===== src/rtl/irq_ctrl.sv =====
// -----------------------------------------------------------------------------
// irq_ctrl
//
// Interrupt controller in front of CP0. Collects N_SRC asynchronous interrupt
// lines, synchronises them, latches rising edges as pending, then masks and
// prioritises them (lowest index wins). It drives CP0's single interrupt
// request and sequences request, acceptance and ERET return, so only one
// source is in service at a time.
//
// Ports:
//   clk        clock
//   rst        synchronous, active-high reset
//   src_in     raw external interrupt lines (asynchronous, level)
//   reg_we     register write strobe
//   reg_addr   register select: 0 MASK, 1 PEND, 2 CAUSE, 3 ENABLE
//   reg_wdata  write data
//   reg_rdata  read data, combinational from reg_addr
//   irq_out    interrupt request to CP0
//   irq_taken  one-cycle pulse: CP0 took the interrupt
//   eret       one-cycle pulse: CP0 executed ERET
//   irq_id     index of the source being requested or serviced
//   busy       high while a request is outstanding or in service
// -----------------------------------------------------------------------------
module irq_ctrl #(
  parameter int N_SRC = 8
) (
  input  logic             clk,
  input  logic             rst,
  input  logic [N_SRC-1:0] src_in,
  input  logic             reg_we,
  input  logic [1:0]       reg_addr,
  input  logic [31:0]      reg_wdata,
  output logic [31:0]      reg_rdata,
  output logic             irq_out,
  input  logic             irq_taken,
  input  logic             eret,
  output logic [4:0]       irq_id,
  output logic             busy
);

  typedef enum logic [1:0] {
    IDLE    = 2'd0,
    REQ     = 2'd1,
    SERVICE = 2'd2
  } state_t;

  localparam logic [1:0] ADDR_MASK   = 2'd0;
  localparam logic [1:0] ADDR_PEND   = 2'd1;
  localparam logic [1:0] ADDR_CAUSE  = 2'd2;
  localparam logic [1:0] ADDR_ENABLE = 2'd3;

  state_t state_reg, state_next;

  logic [N_SRC-1:0] s1_reg, s2_reg, s3_reg;
  logic [N_SRC-1:0] rise;
  logic [N_SRC-1:0] mask_reg, mask_next;
  logic [N_SRC-1:0] pend_reg, pend_next;
  logic [N_SRC-1:0] w1c_clr;
  logic [N_SRC-1:0] take_clr;
  logic [N_SRC-1:0] cand;
  logic [31:0]      cand_ext;
  logic             cand_any;
  logic             enable_reg, enable_next;
  logic [4:0]       id_reg, id_next;
  logic [4:0]       winner;
  logic             take;

  logic mask_we, pend_we, enable_we;

  assign mask_we   = reg_we && (reg_addr == ADDR_MASK);
  assign pend_we   = reg_we && (reg_addr == ADDR_PEND);
  assign enable_we = reg_we && (reg_addr == ADDR_ENABLE);

  // ---------------------------------------------------------------------------
  // Per-line synchroniser (s1, s2) plus history flop s3 for edge detection,
  // and the per-line clear terms for PEND.
  // ---------------------------------------------------------------------------
  genvar gi;
  generate
    for (gi = 0; gi < N_SRC; gi++) begin : g_line
      always_ff @(posedge clk) begin
        if (rst) begin
          s1_reg[gi] <= 1'b0;
          s2_reg[gi] <= 1'b0;
          s3_reg[gi] <= 1'b0;
        end else begin
          s1_reg[gi] <= src_in[gi];
          s2_reg[gi] <= s1_reg[gi];
          s3_reg[gi] <= s2_reg[gi];
        end
      end

      assign rise[gi]     = s2_reg[gi] & ~s3_reg[gi];
      assign w1c_clr[gi]  = pend_we & reg_wdata[gi];
      // Acceptance of the requested source retires its pending bit.
      assign take_clr[gi] = take && (id_reg == 5'(gi));
    end
  endgenerate

  // ---------------------------------------------------------------------------
  // Register next-state. A new edge overrides any clear in the same cycle.
  // Bits at or above N_SRC simply do not exist, so writes to them vanish.
  // ---------------------------------------------------------------------------
  always_comb begin
    mask_next   = mask_reg;
    enable_next = enable_reg;
    if (mask_we) begin
      mask_next = reg_wdata[N_SRC-1:0];
    end
    if (enable_we) begin
      enable_next = reg_wdata[0];
    end
    pend_next = (pend_reg & ~(w1c_clr | take_clr)) | rise;
  end

  always_ff @(posedge clk) begin
    if (rst) begin
      mask_reg   <= '0;
      pend_reg   <= '0;
      enable_reg <= 1'b0;
    end else begin
      mask_reg   <= mask_next;
      pend_reg   <= pend_next;
      enable_reg <= enable_next;
    end
  end

  // ---------------------------------------------------------------------------
  // Candidate set and fixed-priority arbitration (index 0 highest).
  // ---------------------------------------------------------------------------
  assign cand     = pend_reg & mask_reg & {N_SRC{enable_reg}};
  assign cand_any = |cand;
  // Zero-extended copy so the 5-bit irq_id can index it for any N_SRC.
  assign cand_ext = 32'(cand);

  always_comb begin
    winner = '0;
    // Scan downward so the lowest set index is the last one written.
    for (int i = N_SRC - 1; i >= 0; i--) begin
      if (cand[i]) begin
        winner = 5'(i);
      end
    end
  end

  // ---------------------------------------------------------------------------
  // Request / service sequencer.
  // ---------------------------------------------------------------------------
  always_ff @(posedge clk) begin
    if (rst) begin
      state_reg <= IDLE;
      id_reg    <= '0;
    end else begin
      state_reg <= state_next;
      id_reg    <= id_next;
    end
  end

  always_comb begin
    state_next = state_reg;
    id_next    = id_reg;
    take       = 1'b0;
    case (state_reg)
      IDLE: begin
        if (cand_any) begin
          id_next    = winner;
          state_next = REQ;
        end
      end
      REQ: begin
        // Acceptance beats withdrawal; the latched id is never re-arbitrated.
        if (irq_taken) begin
          take       = 1'b1;
          state_next = SERVICE;
        end else if (!cand_ext[id_reg]) begin
          state_next = IDLE;
        end
      end
      SERVICE: begin
        if (eret) begin
          state_next = IDLE;
        end
      end
      default: begin
        state_next = IDLE;
      end
    endcase
  end

  // Both outputs are decoded straight from the state register, so they are
  // glitch-free and change only at clock edges.
  assign irq_out = (state_reg == REQ);
  assign busy    = (state_reg != IDLE);
  assign irq_id  = id_reg;

  // ---------------------------------------------------------------------------
  // Read mux.
  // ---------------------------------------------------------------------------
  always_comb begin
    reg_rdata = '0;
    case (reg_addr)
      ADDR_MASK:   reg_rdata = 32'(mask_reg);
      ADDR_PEND:   reg_rdata = 32'(pend_reg);
      ADDR_CAUSE:  reg_rdata = {busy, 26'd0, id_reg};
      ADDR_ENABLE: reg_rdata = {31'd0, enable_reg};
      default:     reg_rdata = '0;
    endcase
  end

endmodule


===== config.mk =====
export PLATFORM = sky130hd
export DESIGN_NAME = irq_ctrl
export DESIGN_NICKNAME = d
export VERILOG_FILES = /design/src/rtl/irq_ctrl.sv
export SDC_FILE = /design/constraint.sdc
export NUM_CORES = 1
export LEC_CHECK = 0
export BUFFER_PORTS_ARGS = -buffer_cell sky130_fd_sc_hd__buf_2
export CELL_PAD_IN_SITES_DETAIL_PLACEMENT = 2
export CELL_PAD_IN_SITES_GLOBAL_PLACEMENT = 2
export CORE_MARGIN = 2
export CORE_UTILIZATION = 25
export DETAILED_ROUTE_END_ITERATION = 8
export GPL_ROUTABILITY_DRIVEN = 0
export PLACE_DENSITY_LB_ADDON = 0.1
export SLEW_MARGIN = 20
export SYNTH_ARGS = -nofsm -noshare
export SYNTH_HDL_FRONTEND = slang
export SYNTH_SLANG_ARGS = --single-unit

===== constraint.sdc =====
create_clock -name clk -period 1.4 [get_ports clk]
set_clock_uncertainty 0.2 [all_clocks]
set_input_delay 0.28 -clock clk [delete_from_list [all_inputs] [get_ports clk]]
set_output_delay 0.28 -clock clk [all_outputs]
set_load 0.05 [all_outputs]

==> results.json, run 1 <==
{
  "status": "finished with violations",
  "violations": "negative setup slack",
  "grtUsageTotal_pct": 15.0,
  "io_buffer_count": 36,
  "grt_pass1_vias": 2027,
  "r2r_cells": 4,
  "hold_class": "in2reg",
  "core_um2": 8260,
  "whs_endpoint": "mask_reg[7]$_SDFFE_PP0P_",
  "drt-pass1-iter-count": 4,
  "required_ps": 920,
  "start_util_pct": 25.9,
  "setup_slack_ps": -405,
  "fill_cells": 923,
  "synthArstFlopShare_pct": 0,
  "power.total_mw": 2.96,
  "rrSetupSlack_ps": -230,
  "rsz0062_at_grt": "yes",
  "crit_chain": "buf_6 -> or2_4 -> and3b_2 -> buf_8",
  "maxCapViolations": 0,
  "ant_nets": 0,
  "fin_crit_sh_pct": 129,
  "die_area_um2": 9310,
  "clk_latency_ps": 300,
  "ff_latch_area_um2": 976,
  "wl_per_cell_um": 14.8,
  "fmax_ghz": 0.554,
  "synthTopCellsByCount": "46 x dfxtp_1, 31 x nor2b_1, 25 x buf_4, 23 x nand2_1, 19 x nor2_1",
  "htree_levels": 2,
  "synth_top_area_cell": "dfxtp_1",
  "cts_tree": "done",
  "r2r-end": "irq_id[0]$_SDFFE_PP0P_",
  "cts.path.max_buffers": 2,
  "rows": 33,
  "slew_viol_final": 0,
  "crit_type": "reg2out",
  "die_y_um": 96.5,
  "synth.most_common_cell": "dfxtp_1",
  "synth_area_per_cell_um2": 9.14,
  "place_inst": 410,
  "antenna_found_initial": 0,
  "setup_violations": 26,
  "grt_max_degree": 17,
  "drt_iter0_drc": 37,
  "synth_top_cell_area_share_pct": 43.1,
  "cts_root_buffer": "clkbuf_8",
  "cts_num_sinks": 46,
  "start_kind": "register",
  "viasPerCell": 4.49,
  "nNetsFinal": 379,
  "fin_crit_ps": 1810,
  "drive_gt1_share_pct": 47.1,
  "insertedDiodeCount": 0,
  "pwr_density_cell_nw_per_um2": 865,
  "max_stage_delay_ps": 340,
  "worstHoldPathCells": 3,
  "finalHoldViolCount": 0,
  "synth-main-ff-cell": "dfxtp_1",
  "grt_pass1_wl_mm": 10.5,
  "drc": 0,
  "synth-seq-cells": 46,
  "cts_made_buffers": 5,
  "hpwl_mm": 4.91,
  "ys_seq_area_share_pct": 43.1,
  "leakagePower_nw": 1.45,
  "cp_max_fo": 2,
  "yosys_warnings": 0,
  "worstHoldStart": "reg_wdata[7]",
  "slowest_stage": "dfxtp_2",
  "multi_input_area_um2": 1270,
  "cp-end-kind": "output port",
  "instances_no_fill": 438,
  "synth_edf_count": 0,
  "synth_cell_types": 38,
  "r2r-start": "state_reg[1]$_SDFFE_PP0P_",
  "pin_count": 86,
  "synth_area_leaders": "dfxtp_1 43%, nor2b_1 9.1%, buf_4 8.8%",
  "peakVddDrop_mv": 0.474,
  "die_width_um": 96.5,
  "syn_to_final_growth_pct": 60.2,
  "crit_arrival_ps": 1330,
  "wirelength_mm": 6.49,
  "whs_ps": 29.7,
  "utilization_pct": 41.5,
  "synthesis.instances": 234,
  "vias": 1967,
  "synth_area_um2": 2140,
  "clkTransAtPathRegs_ps": 100,
  "grt_remaining_overflow": 0
}
==> worst max path at each step <==
stage                                   start       endpoint  slack, ps
global route        state_reg[0]$_SDFFE_PP0P_  reg_rdata[31]       -430
detailed placement                reg_addr[0]   reg_rdata[3]       -270
global placement                  reg_addr[0]   reg_rdata[0]       -240
CTS                 state_reg[0]$_SDFFE_PP0P_  reg_rdata[31]       -420
floorplan              irq_id[0]$_SDFFE_PP0P_   reg_rdata[0]       -250
finish              state_reg[0]$_SDFFE_PP0P_  reg_rdata[31]       -410
==> stage by stage <==
| step | worst slack (ps) | instance area, um2 | TNS, ps |
|---|---|---|---|
| floorplan | -251 | 2350 | -1080 |
| global placement | -237 | 2770 | -5120 |
| detailed placement | -267 | 2770 | -5810 |
| CTS | -421 | 3350 | -4060 |
| global route | -435 | 3420 | -5250 |
| finish | -405 | 3420 | -4080 |
==> routing by layer <==
layer | vias up | share of wire (%) | GRT usage [%]
li1 | 954 | - | -
met1 | 976 | 46 | 19.7
met4 | 0 | 0.69 | 3.87
met3 | 2 | 2.6 | 2.09
met5 | - | 0 | 0
met2 | 35 | 50 | 26.0
==> area by class of cell <==
cell class	count	share of cell area [%]
Timing Repair Buffer	102	26.7
Inverter	4	0.438
Clock inverter	3	1.39
Clock buffer	5	2.01
Tap cell	105	3.84
Multi-Input combinational cell	173	37.1
Sequential cell	46	28.5
==> what timing repair did <==
item	in CTS	in global routing
endpoints found under the setup margin	22	26
gates cloned	1	0
pin swaps	12	10
buffers inserted	11	2
resized for setup	78	20
hold buffers	8	0
hold endpoints to repair	8	0
==> layout by cell type (no fill, tap or decap), drive strengths merged, types with 3 or more instances in the layout <==
cell type / n
buf: 93
dfxtp: 46
nor2b: 31
conb: 25
nand2: 23
nor2: 19
mux2i: 16
o21ai: 9
dlygate4sd3: 8
nand3: 7
inv: 6
a21oi: 6
a41o: 5
clkbuf: 5
a22oi: 5
a221o: 3
==> power breakdown <==
part           switching (mW)  internal [mW]
Sequential             0.0415           1.34
Clock                   0.510          0.546
Combinational           0.318          0.204
==> cell families (layout without fill, tap and decap cells) <==
| group | after synthesis | count (layout) | synth area share [%] |
|---|---|---|---|
| flops | 46 | 46 | 43.1 |
| buf+inv | 39 | 114 | 11.4 |
| compound gates | 37 | 37 | 13.8 |
| mux | 17 | 17 | 8.72 |
| simple gates | 94 | 94 | 22.9 |
| other cells | 1 | 25 | 0.175 |
==> critical path: cells and delay by family, from the launching register on <==
family                 cells  cell delay, ps
buffers and inverters      2             260
and+or+nand+nor            2             430
DFF                        1             340
Power figures use the tool's default switching activity.
==> inputs of run 2 (changes only) <==
Settings changed: CORE_ASPECT_RATIO set to 1.4, RECOVER_POWER set to 50.
==> run 2 against run 1 <==
- the run still ends with negative setup slack left
- global-route usage is 0.067 points higher
- core utilization is 0.43 points lower
- sequential power hardly changed
- fmax is 2.0% higher
- worst setup slack better by 35 ps
==> results.json, run 2 (synthesized netlist as in run 1, its figures left out) <==
{
  "status": "finished with violations",
  "violations": "negative setup slack",
  "cp-end-kind": "output port",
  "cp_max_fo": 2,
  "max_slew.worst_pin.slew_ps": 691,
  "slew_headroom_pct": 54.0,
  "leakagePower_nw": 1.44,
  "crit_arrival_ps": 1290,
  "slowest_stage": "dfxtp_2",
  "grtUsageTotal_pct": 15.1,
  "required_ps": 920,
  "clock_power_share_pct": 37.9,
  "wl_per_cell_um": 15.5,
  "syn_to_final_growth_pct": 58.3,
  "die_area_um2": 9320,
  "clkTransAtPathRegs_ps": 60,
  "fin_crit_ps": 1770,
  "setup_slack_ps": -370,
  "switching_share_pct": 28.1,
  "finalHoldViolCount": 0,
  "seqPwrFrac_pct": 45.8,
  "rows": 39,
  "max_stage_delay_ps": 320,
  "die_y_um": 113,
  "antenna_found_initial": 0,
  "power.total_mw": 3.03,
  "hpwl_mm": 4.93,
  "peakVddDrop_mv": 0.585,
  "drive_gt1_share_pct": 49.2,
  "dpl_worst_slack_ps": -266,
  "grt_pass1_wl_mm": 10.5,
  "clk_latency_ps": 290,
  "pin_count": 86,
  "fmax_ghz": 0.565,
  "cts_made_buffers": 5,
  "r2r_cells": 4,
  "vias": 1933,
  "r2r-start": "enable_reg$_SDFFE_PP0P_",
  "io_buffer_count": 36,
  "nNetsFinal": 380,
  "cts_tree": "done",
  "crit_type": "reg2out",
  "core_um2": 8250,
  "htree_levels": 2,
  "grt_max_degree": 14,
  "final_common_cell": "buf_4",
  "ant_nets": 0,
  "drc": 0,
  "whs_endpoint": "s1_reg[3]$_SDFF_PP0_",
  "grt_remaining_overflow": 0,
  "cts_num_sinks": 46,
  "viasPerCell": 4.44,
  "worstHoldStart": "src_in[3]",
  "cts_root_buffer": "clkbuf_16",
  "start_util_pct": 25.9,
  "drt_iter0_drc": 56,
  "slew_viol_final": 0,
  "fin_crit_sh_pct": 126,
  "comb_power_share_pct": 16.3,
  "p_int_mw": 2.18,
  "layout_common_cells": "53 x buf_4, 29 x nor2b_1, 25 x conb_1, 24 x dfxtp_1, 20 x buf_2",
  "rsz0062_at_grt": "yes",
  "r2r-end": "irq_id[0]$_SDFFE_PP0P_",
  "insertedDiodeCount": 0,
  "pwr_density_cell_nw_per_um2": 895,
  "rrSetupSlack_ps": -250,
  "cts.path.max_buffers": 2,
  "drt-pass1-iter-count": 4,
  "hold_class": "in2reg",
  "worstHoldPathCells": 2,
  "p_switching_mw": 0.851,
  "maxCapViolations": 0,
  "start_kind": "register",
  "place_inst": 403,
  "grt_pass1_vias": 2009,
  "instances_no_fill": 435,
  "crit_chain": "buf_6 -> or2_4 -> and3b_2 -> buf_8",
  "setup_violations": 25,
  "die_width_um": 82.2,
  "wirelength_mm": 6.74
}
-- run 2: changes by cell type in the layout (fill, tap and decap cells not counted), sizes merged --
cell         previous run  this run
dlygate4sd3             8         1
inv                     6         5
bufinv                  1         0
buf                    93        95
clkbuf                  5        12
-- run 2: stage by stage --
step / setup TNS [ps] / utilization (%) / instance area [um2] / hold slack [ps]
finish: -4640 / 41.0 / 3380 / 6.55
global route: -6060 / 41.0 / 3380 / 8.02
CTS: -4740 / 40.8 / 3360 / 3.46
detailed placement: -5750 / 33.4 / 2750 / 203
global placement: -5090 / 33.4 / 2750 / 193
floorplan: -1080 / - / 2350 / 159
-- run 2: power groups by stage --
stage / clock network, mW / logic [mW] / registers, mW
after floorplan: 0 / 0.353 / 1.41
after global placement: 0 / 0.441 / 1.41
after detailed placement: 0 / 0.451 / 1.42
after CTS: 1.19 / 0.502 / 1.39
after global routing: 1.26 / 0.528 / 1.39
final: 1.15 / 0.495 / 1.39
-- run 2: area by class of cell --
| class | count | area (um2) |
|---|---|---|
| well taps | 102 | 128 |
| inverters | 4 | 15.0 |
| multi-input cells | 173 | 1280 |
| clock buffers | 6 | 129 |
| flip-flops and latches | 46 | 971 |
| fillers | 900 | 4860 |
| clock inverters | 1 | 6.26 |
| repair buffers | 103 | 860 |
-- run 2: worst max-delay path by stage --
stage                               endpoint                      start
detailed placement  mask_reg[3]$_SDFFE_PP0P_                reg_addr[1]
finish                         reg_rdata[31]  state_reg[0]$_SDFFE_PP0P_
global placement      pend_reg[5]$_SDFF_PP0_                reg_addr[1]
floorplan                       reg_rdata[0]     irq_id[0]$_SDFFE_PP0P_
global route                   reg_rdata[31]  state_reg[0]$_SDFFE_PP0P_
CTS                            reg_rdata[31]  state_reg[0]$_SDFFE_PP0P_
-- run 2: timing repair --
item	4_1_cts	5_1_grt
endpoints found under the setup margin	24	28
hold buffers	1	0
pin swaps	17	5
gates resized for setup	79	18
cloned	1	0
hold endpoints to repair	1	0
setup buffers	22	4
-- run 2: per-layer routing --
layer  global-route usage [%]  up-vias  share of wire, %
met5                        0        -                 0
met2                     27.4       45                54
li1                         -      949                 -
met4                     6.00        0               1.6
met1                     17.2      932                41
met3                     2.29        7               3.4
-- run 2: critical path: cells and delay by family (launching register included) --
kind	cells	cell delay, ps
and+or+nand+nor	2	430
buffers and inverters	2	260
DFF	1	320
==> inputs of run 3 (changes only) <==
--- a/config.mk
+++ b/config.mk
@@ -16,5 +16,5 @@
 export PLACE_DENSITY_LB_ADDON = 0.1
 export RECOVER_POWER = 50
-export SLEW_MARGIN = 20
+export SLEW_MARGIN = 30
 export SYNTH_ARGS = -nofsm -noshare
 export SYNTH_HDL_FRONTEND = slang
==> constraint.sdc (replaced) <==
create_clock -name clk -period 1.4 [get_ports clk]
set_clock_uncertainty 0.2 [all_clocks]
set_input_delay 0.28 -clock clk [delete_from_list [all_inputs] [get_ports clk]]
set_output_delay 0.28 -clock clk [all_outputs]
set_load 0.005 [all_outputs]
==> run 3 against run 2 <==
- the flow still finishes with violations (negative setup slack)
- sequential share of layout area grew 0.45 points
- fmax grew 1.5%
- sequential power is essentially flat
- cell count grew 3.7%
- critical path depth grew 2
- wire length grew 9.9%
- via count grew 6.2%
- total power shrank 3.3%
- sequential cell count is the same
- hold slack lost 3.2 ps
- critical path type is now reg2reg
==> results.json, run 3 (synthesized netlist as in run 1, its figures left out) <==
{
  "finalHoldViolCount": 0,
  "drt_iter0_drc": 75,
  "core_um2": 8250,
  "cts_root_buffer": "clkbuf_16",
  "crit_chain": "buf_6 -> or3b_4 -> a41oi_4 -> buf_4 -> nand4_1 -> a21oi_1",
  "leakagePower_nw": 1.49,
  "seqPwrFrac_pct": 47.2,
  "slowest_stage": "or3b_4",
  "viasPerCell": 4.55,
  "grt_pass1_wl_mm": 11.2,
  "grt_pass1_vias": 2152,
  "die_y_um": 113,
  "p_int_mw": 2.24,
  "wl_per_cell_um": 16.4,
  "rsz0062_at_grt": "yes",
  "max_stage_delay_ps": 410,
  "utilization_pct": 39.5,
  "rrSetupSlack_ps": -340,
  "cts_made_buffers": 5,
  "rows": 39,
  "pwr_density_cell_nw_per_um2": 899,
  "start_kind": "register",
  "insertedDiodeCount": 0,
  "drt-pass1-iter-count": 4,
  "htree_levels": 2,
  "ant_nets": 0,
  "crit_arrival_ps": 1760,
  "ff_latch_area_um2": 950,
  "clock_power_share_pct": 41.5,
  "status": "finished with violations",
  "wirelength_mm": 7.40,
  "fmax_ghz": 0.573,
  "die_area_um2": 9320,
  "grt_max_degree": 14,
  "crit_type": "reg2reg",
  "clk_latency_ps": 290,
  "switching_share_pct": 23.6,
  "pin_count": 86,
  "hpwl_mm": 5.29,
  "maxCapViolations": 0,
  "start_util_pct": 25.9,
  "setup_violations": 25,
  "final_common_cell": "buf_4",
  "io_buffer_count": 36,
  "setup_slack_ps": -344,
  "violations": "negative setup slack",
  "grt_remaining_overflow": 0,
  "drive_gt1_share_pct": 44.7,
  "required_ps": 1410,
  "p_switching_mw": 0.691,
  "cp_max_fo": 4,
  "multi_input_area_um2": 1130,
  "grtUsageTotal_pct": 16.3,
  "drc": 0,
  "syn_to_final_growth_pct": 52.4,
  "final.setup.tns_ps": -4020,
  "cts_num_sinks": 46,
  "antenna_found_initial": 0,
  "cp-end-kind": "register",
  "path_buf_inv": 2,
  "cts_tree": "done",
  "die_width_um": 82.2,
  "hold_class": "in2reg",
  "peakVddDrop_mv": 0.550,
  "nNetsFinal": 395,
  "comb_power_share_pct": 11.4,
  "fin_crit_ps": 1740,
  "whs_ps": 3.36,
  "vias": 2053,
  "clkTransAtPathRegs_ps": 70,
  "critPathTopFamily": "simple AND/OR/NAND/NOR gates",
  "cts.path.max_buffers": 2,
  "layout_common_cells": "50 x buf_4, 32 x buf_2, 28 x nor2b_1, 27 x dfxtp_1",
  "fill_cells": 929,
  "fin_crit_sh_pct": 125,
  "slew_viol_final": 0
}
run 3: cell count changes in the layout (fill, tap and decap cells not counted), sizes merged:
cell / before / now
buf: 95 / 107
bufbuf: 1 / 0
inv: 5 / 4
dlygate4sd3: 1 / 4
clkinv: 0 / 1
clkbuf: 12 / 14
run 3: per-layer routing:
| layer | GRT usage [%] | wire [um] | vias up | share of wire [%] |
|---|---|---|---|---|
| li1 | - | - | 984 | - |
| met5 | 0 | 0 | - | 0 |
| met4 | 5.67 | 188 | 0 | 2.5 |
| met2 | 31.0 | 4080 | 54 | 55 |
| met3 | 1.90 | 233 | 11 | 3.1 |
| met1 | 18.0 | 2900 | 1004 | 39 |
run 3: worst reg2reg max path, delay by kind of cell, from the launching register on:
family	cells	cell delay (ps)
compound gates	2	370
buf+inv	2	270
flops	1	330
simple gates	2	490
run 3: path summary, 6_finish.rpt:
kind,from,endpoint,cells after the start
hold reg to reg,s3_reg[0]$_SDFF_PP0_,pend_reg[0]$_SDFF_PP0_,1
setup reg to reg,state_reg[1]$_SDFFE_PP0P_,irq_id[1]$_SDFFE_PP0P_,6
setup / recovery,state_reg[1]$_SDFFE_PP0P_,irq_id[1]$_SDFFE_PP0P_,6
hold / removal,src_in[4],s1_reg[4]$_SDFF_PP0_,2
run 3: power groups by stage:
stage,combinational (mW),clock (mW),sequential [mW]
4_1_cts,0.329,1.26,1.38
3_5_place_dp,0.281,0,1.41
5_1_grt,0.365,1.33,1.39
6_report,0.333,1.21,1.38
3_3_place_gp,0.273,0,1.41
2_1_floorplan,0.173,0,1.41
run 3: final cells by class:
cell class | instances | share of cell area [%]
repair buffers | 118 | 27.1
multi-input cells | 173 | 34.8
well taps | 102 | 3.92
inverters | 4 | 0.461
flip-flops and latches | 46 | 29.1
clock buffers | 7 | 4.38
clock inverters | 1 | 0.154
run 3: what timing repair did:
item                                    in CTS  in global routing
endpoints found under the setup margin      26                 30
gates resized for setup                     45                 24
hold buffers                                 3                  1
setup buffers                               17                  9
endpoints found under the hold margin        3                  1
pin swaps                                   15                 19
run 3: per-stage QoR:
step | instances | cell area (um2) | total power, mW | worst slack, ps
floorplan | 258 | 2230 | 1.59 | -124
finish | 451 | 3260 | 2.93 | -344
global placement | 415 | 2720 | 1.68 | -172
detailed placement | 415 | 2720 | 1.69 | -213
CTS | 442 | 3120 | 2.97 | -316
global route | 451 | 3260 | 3.08 | -407
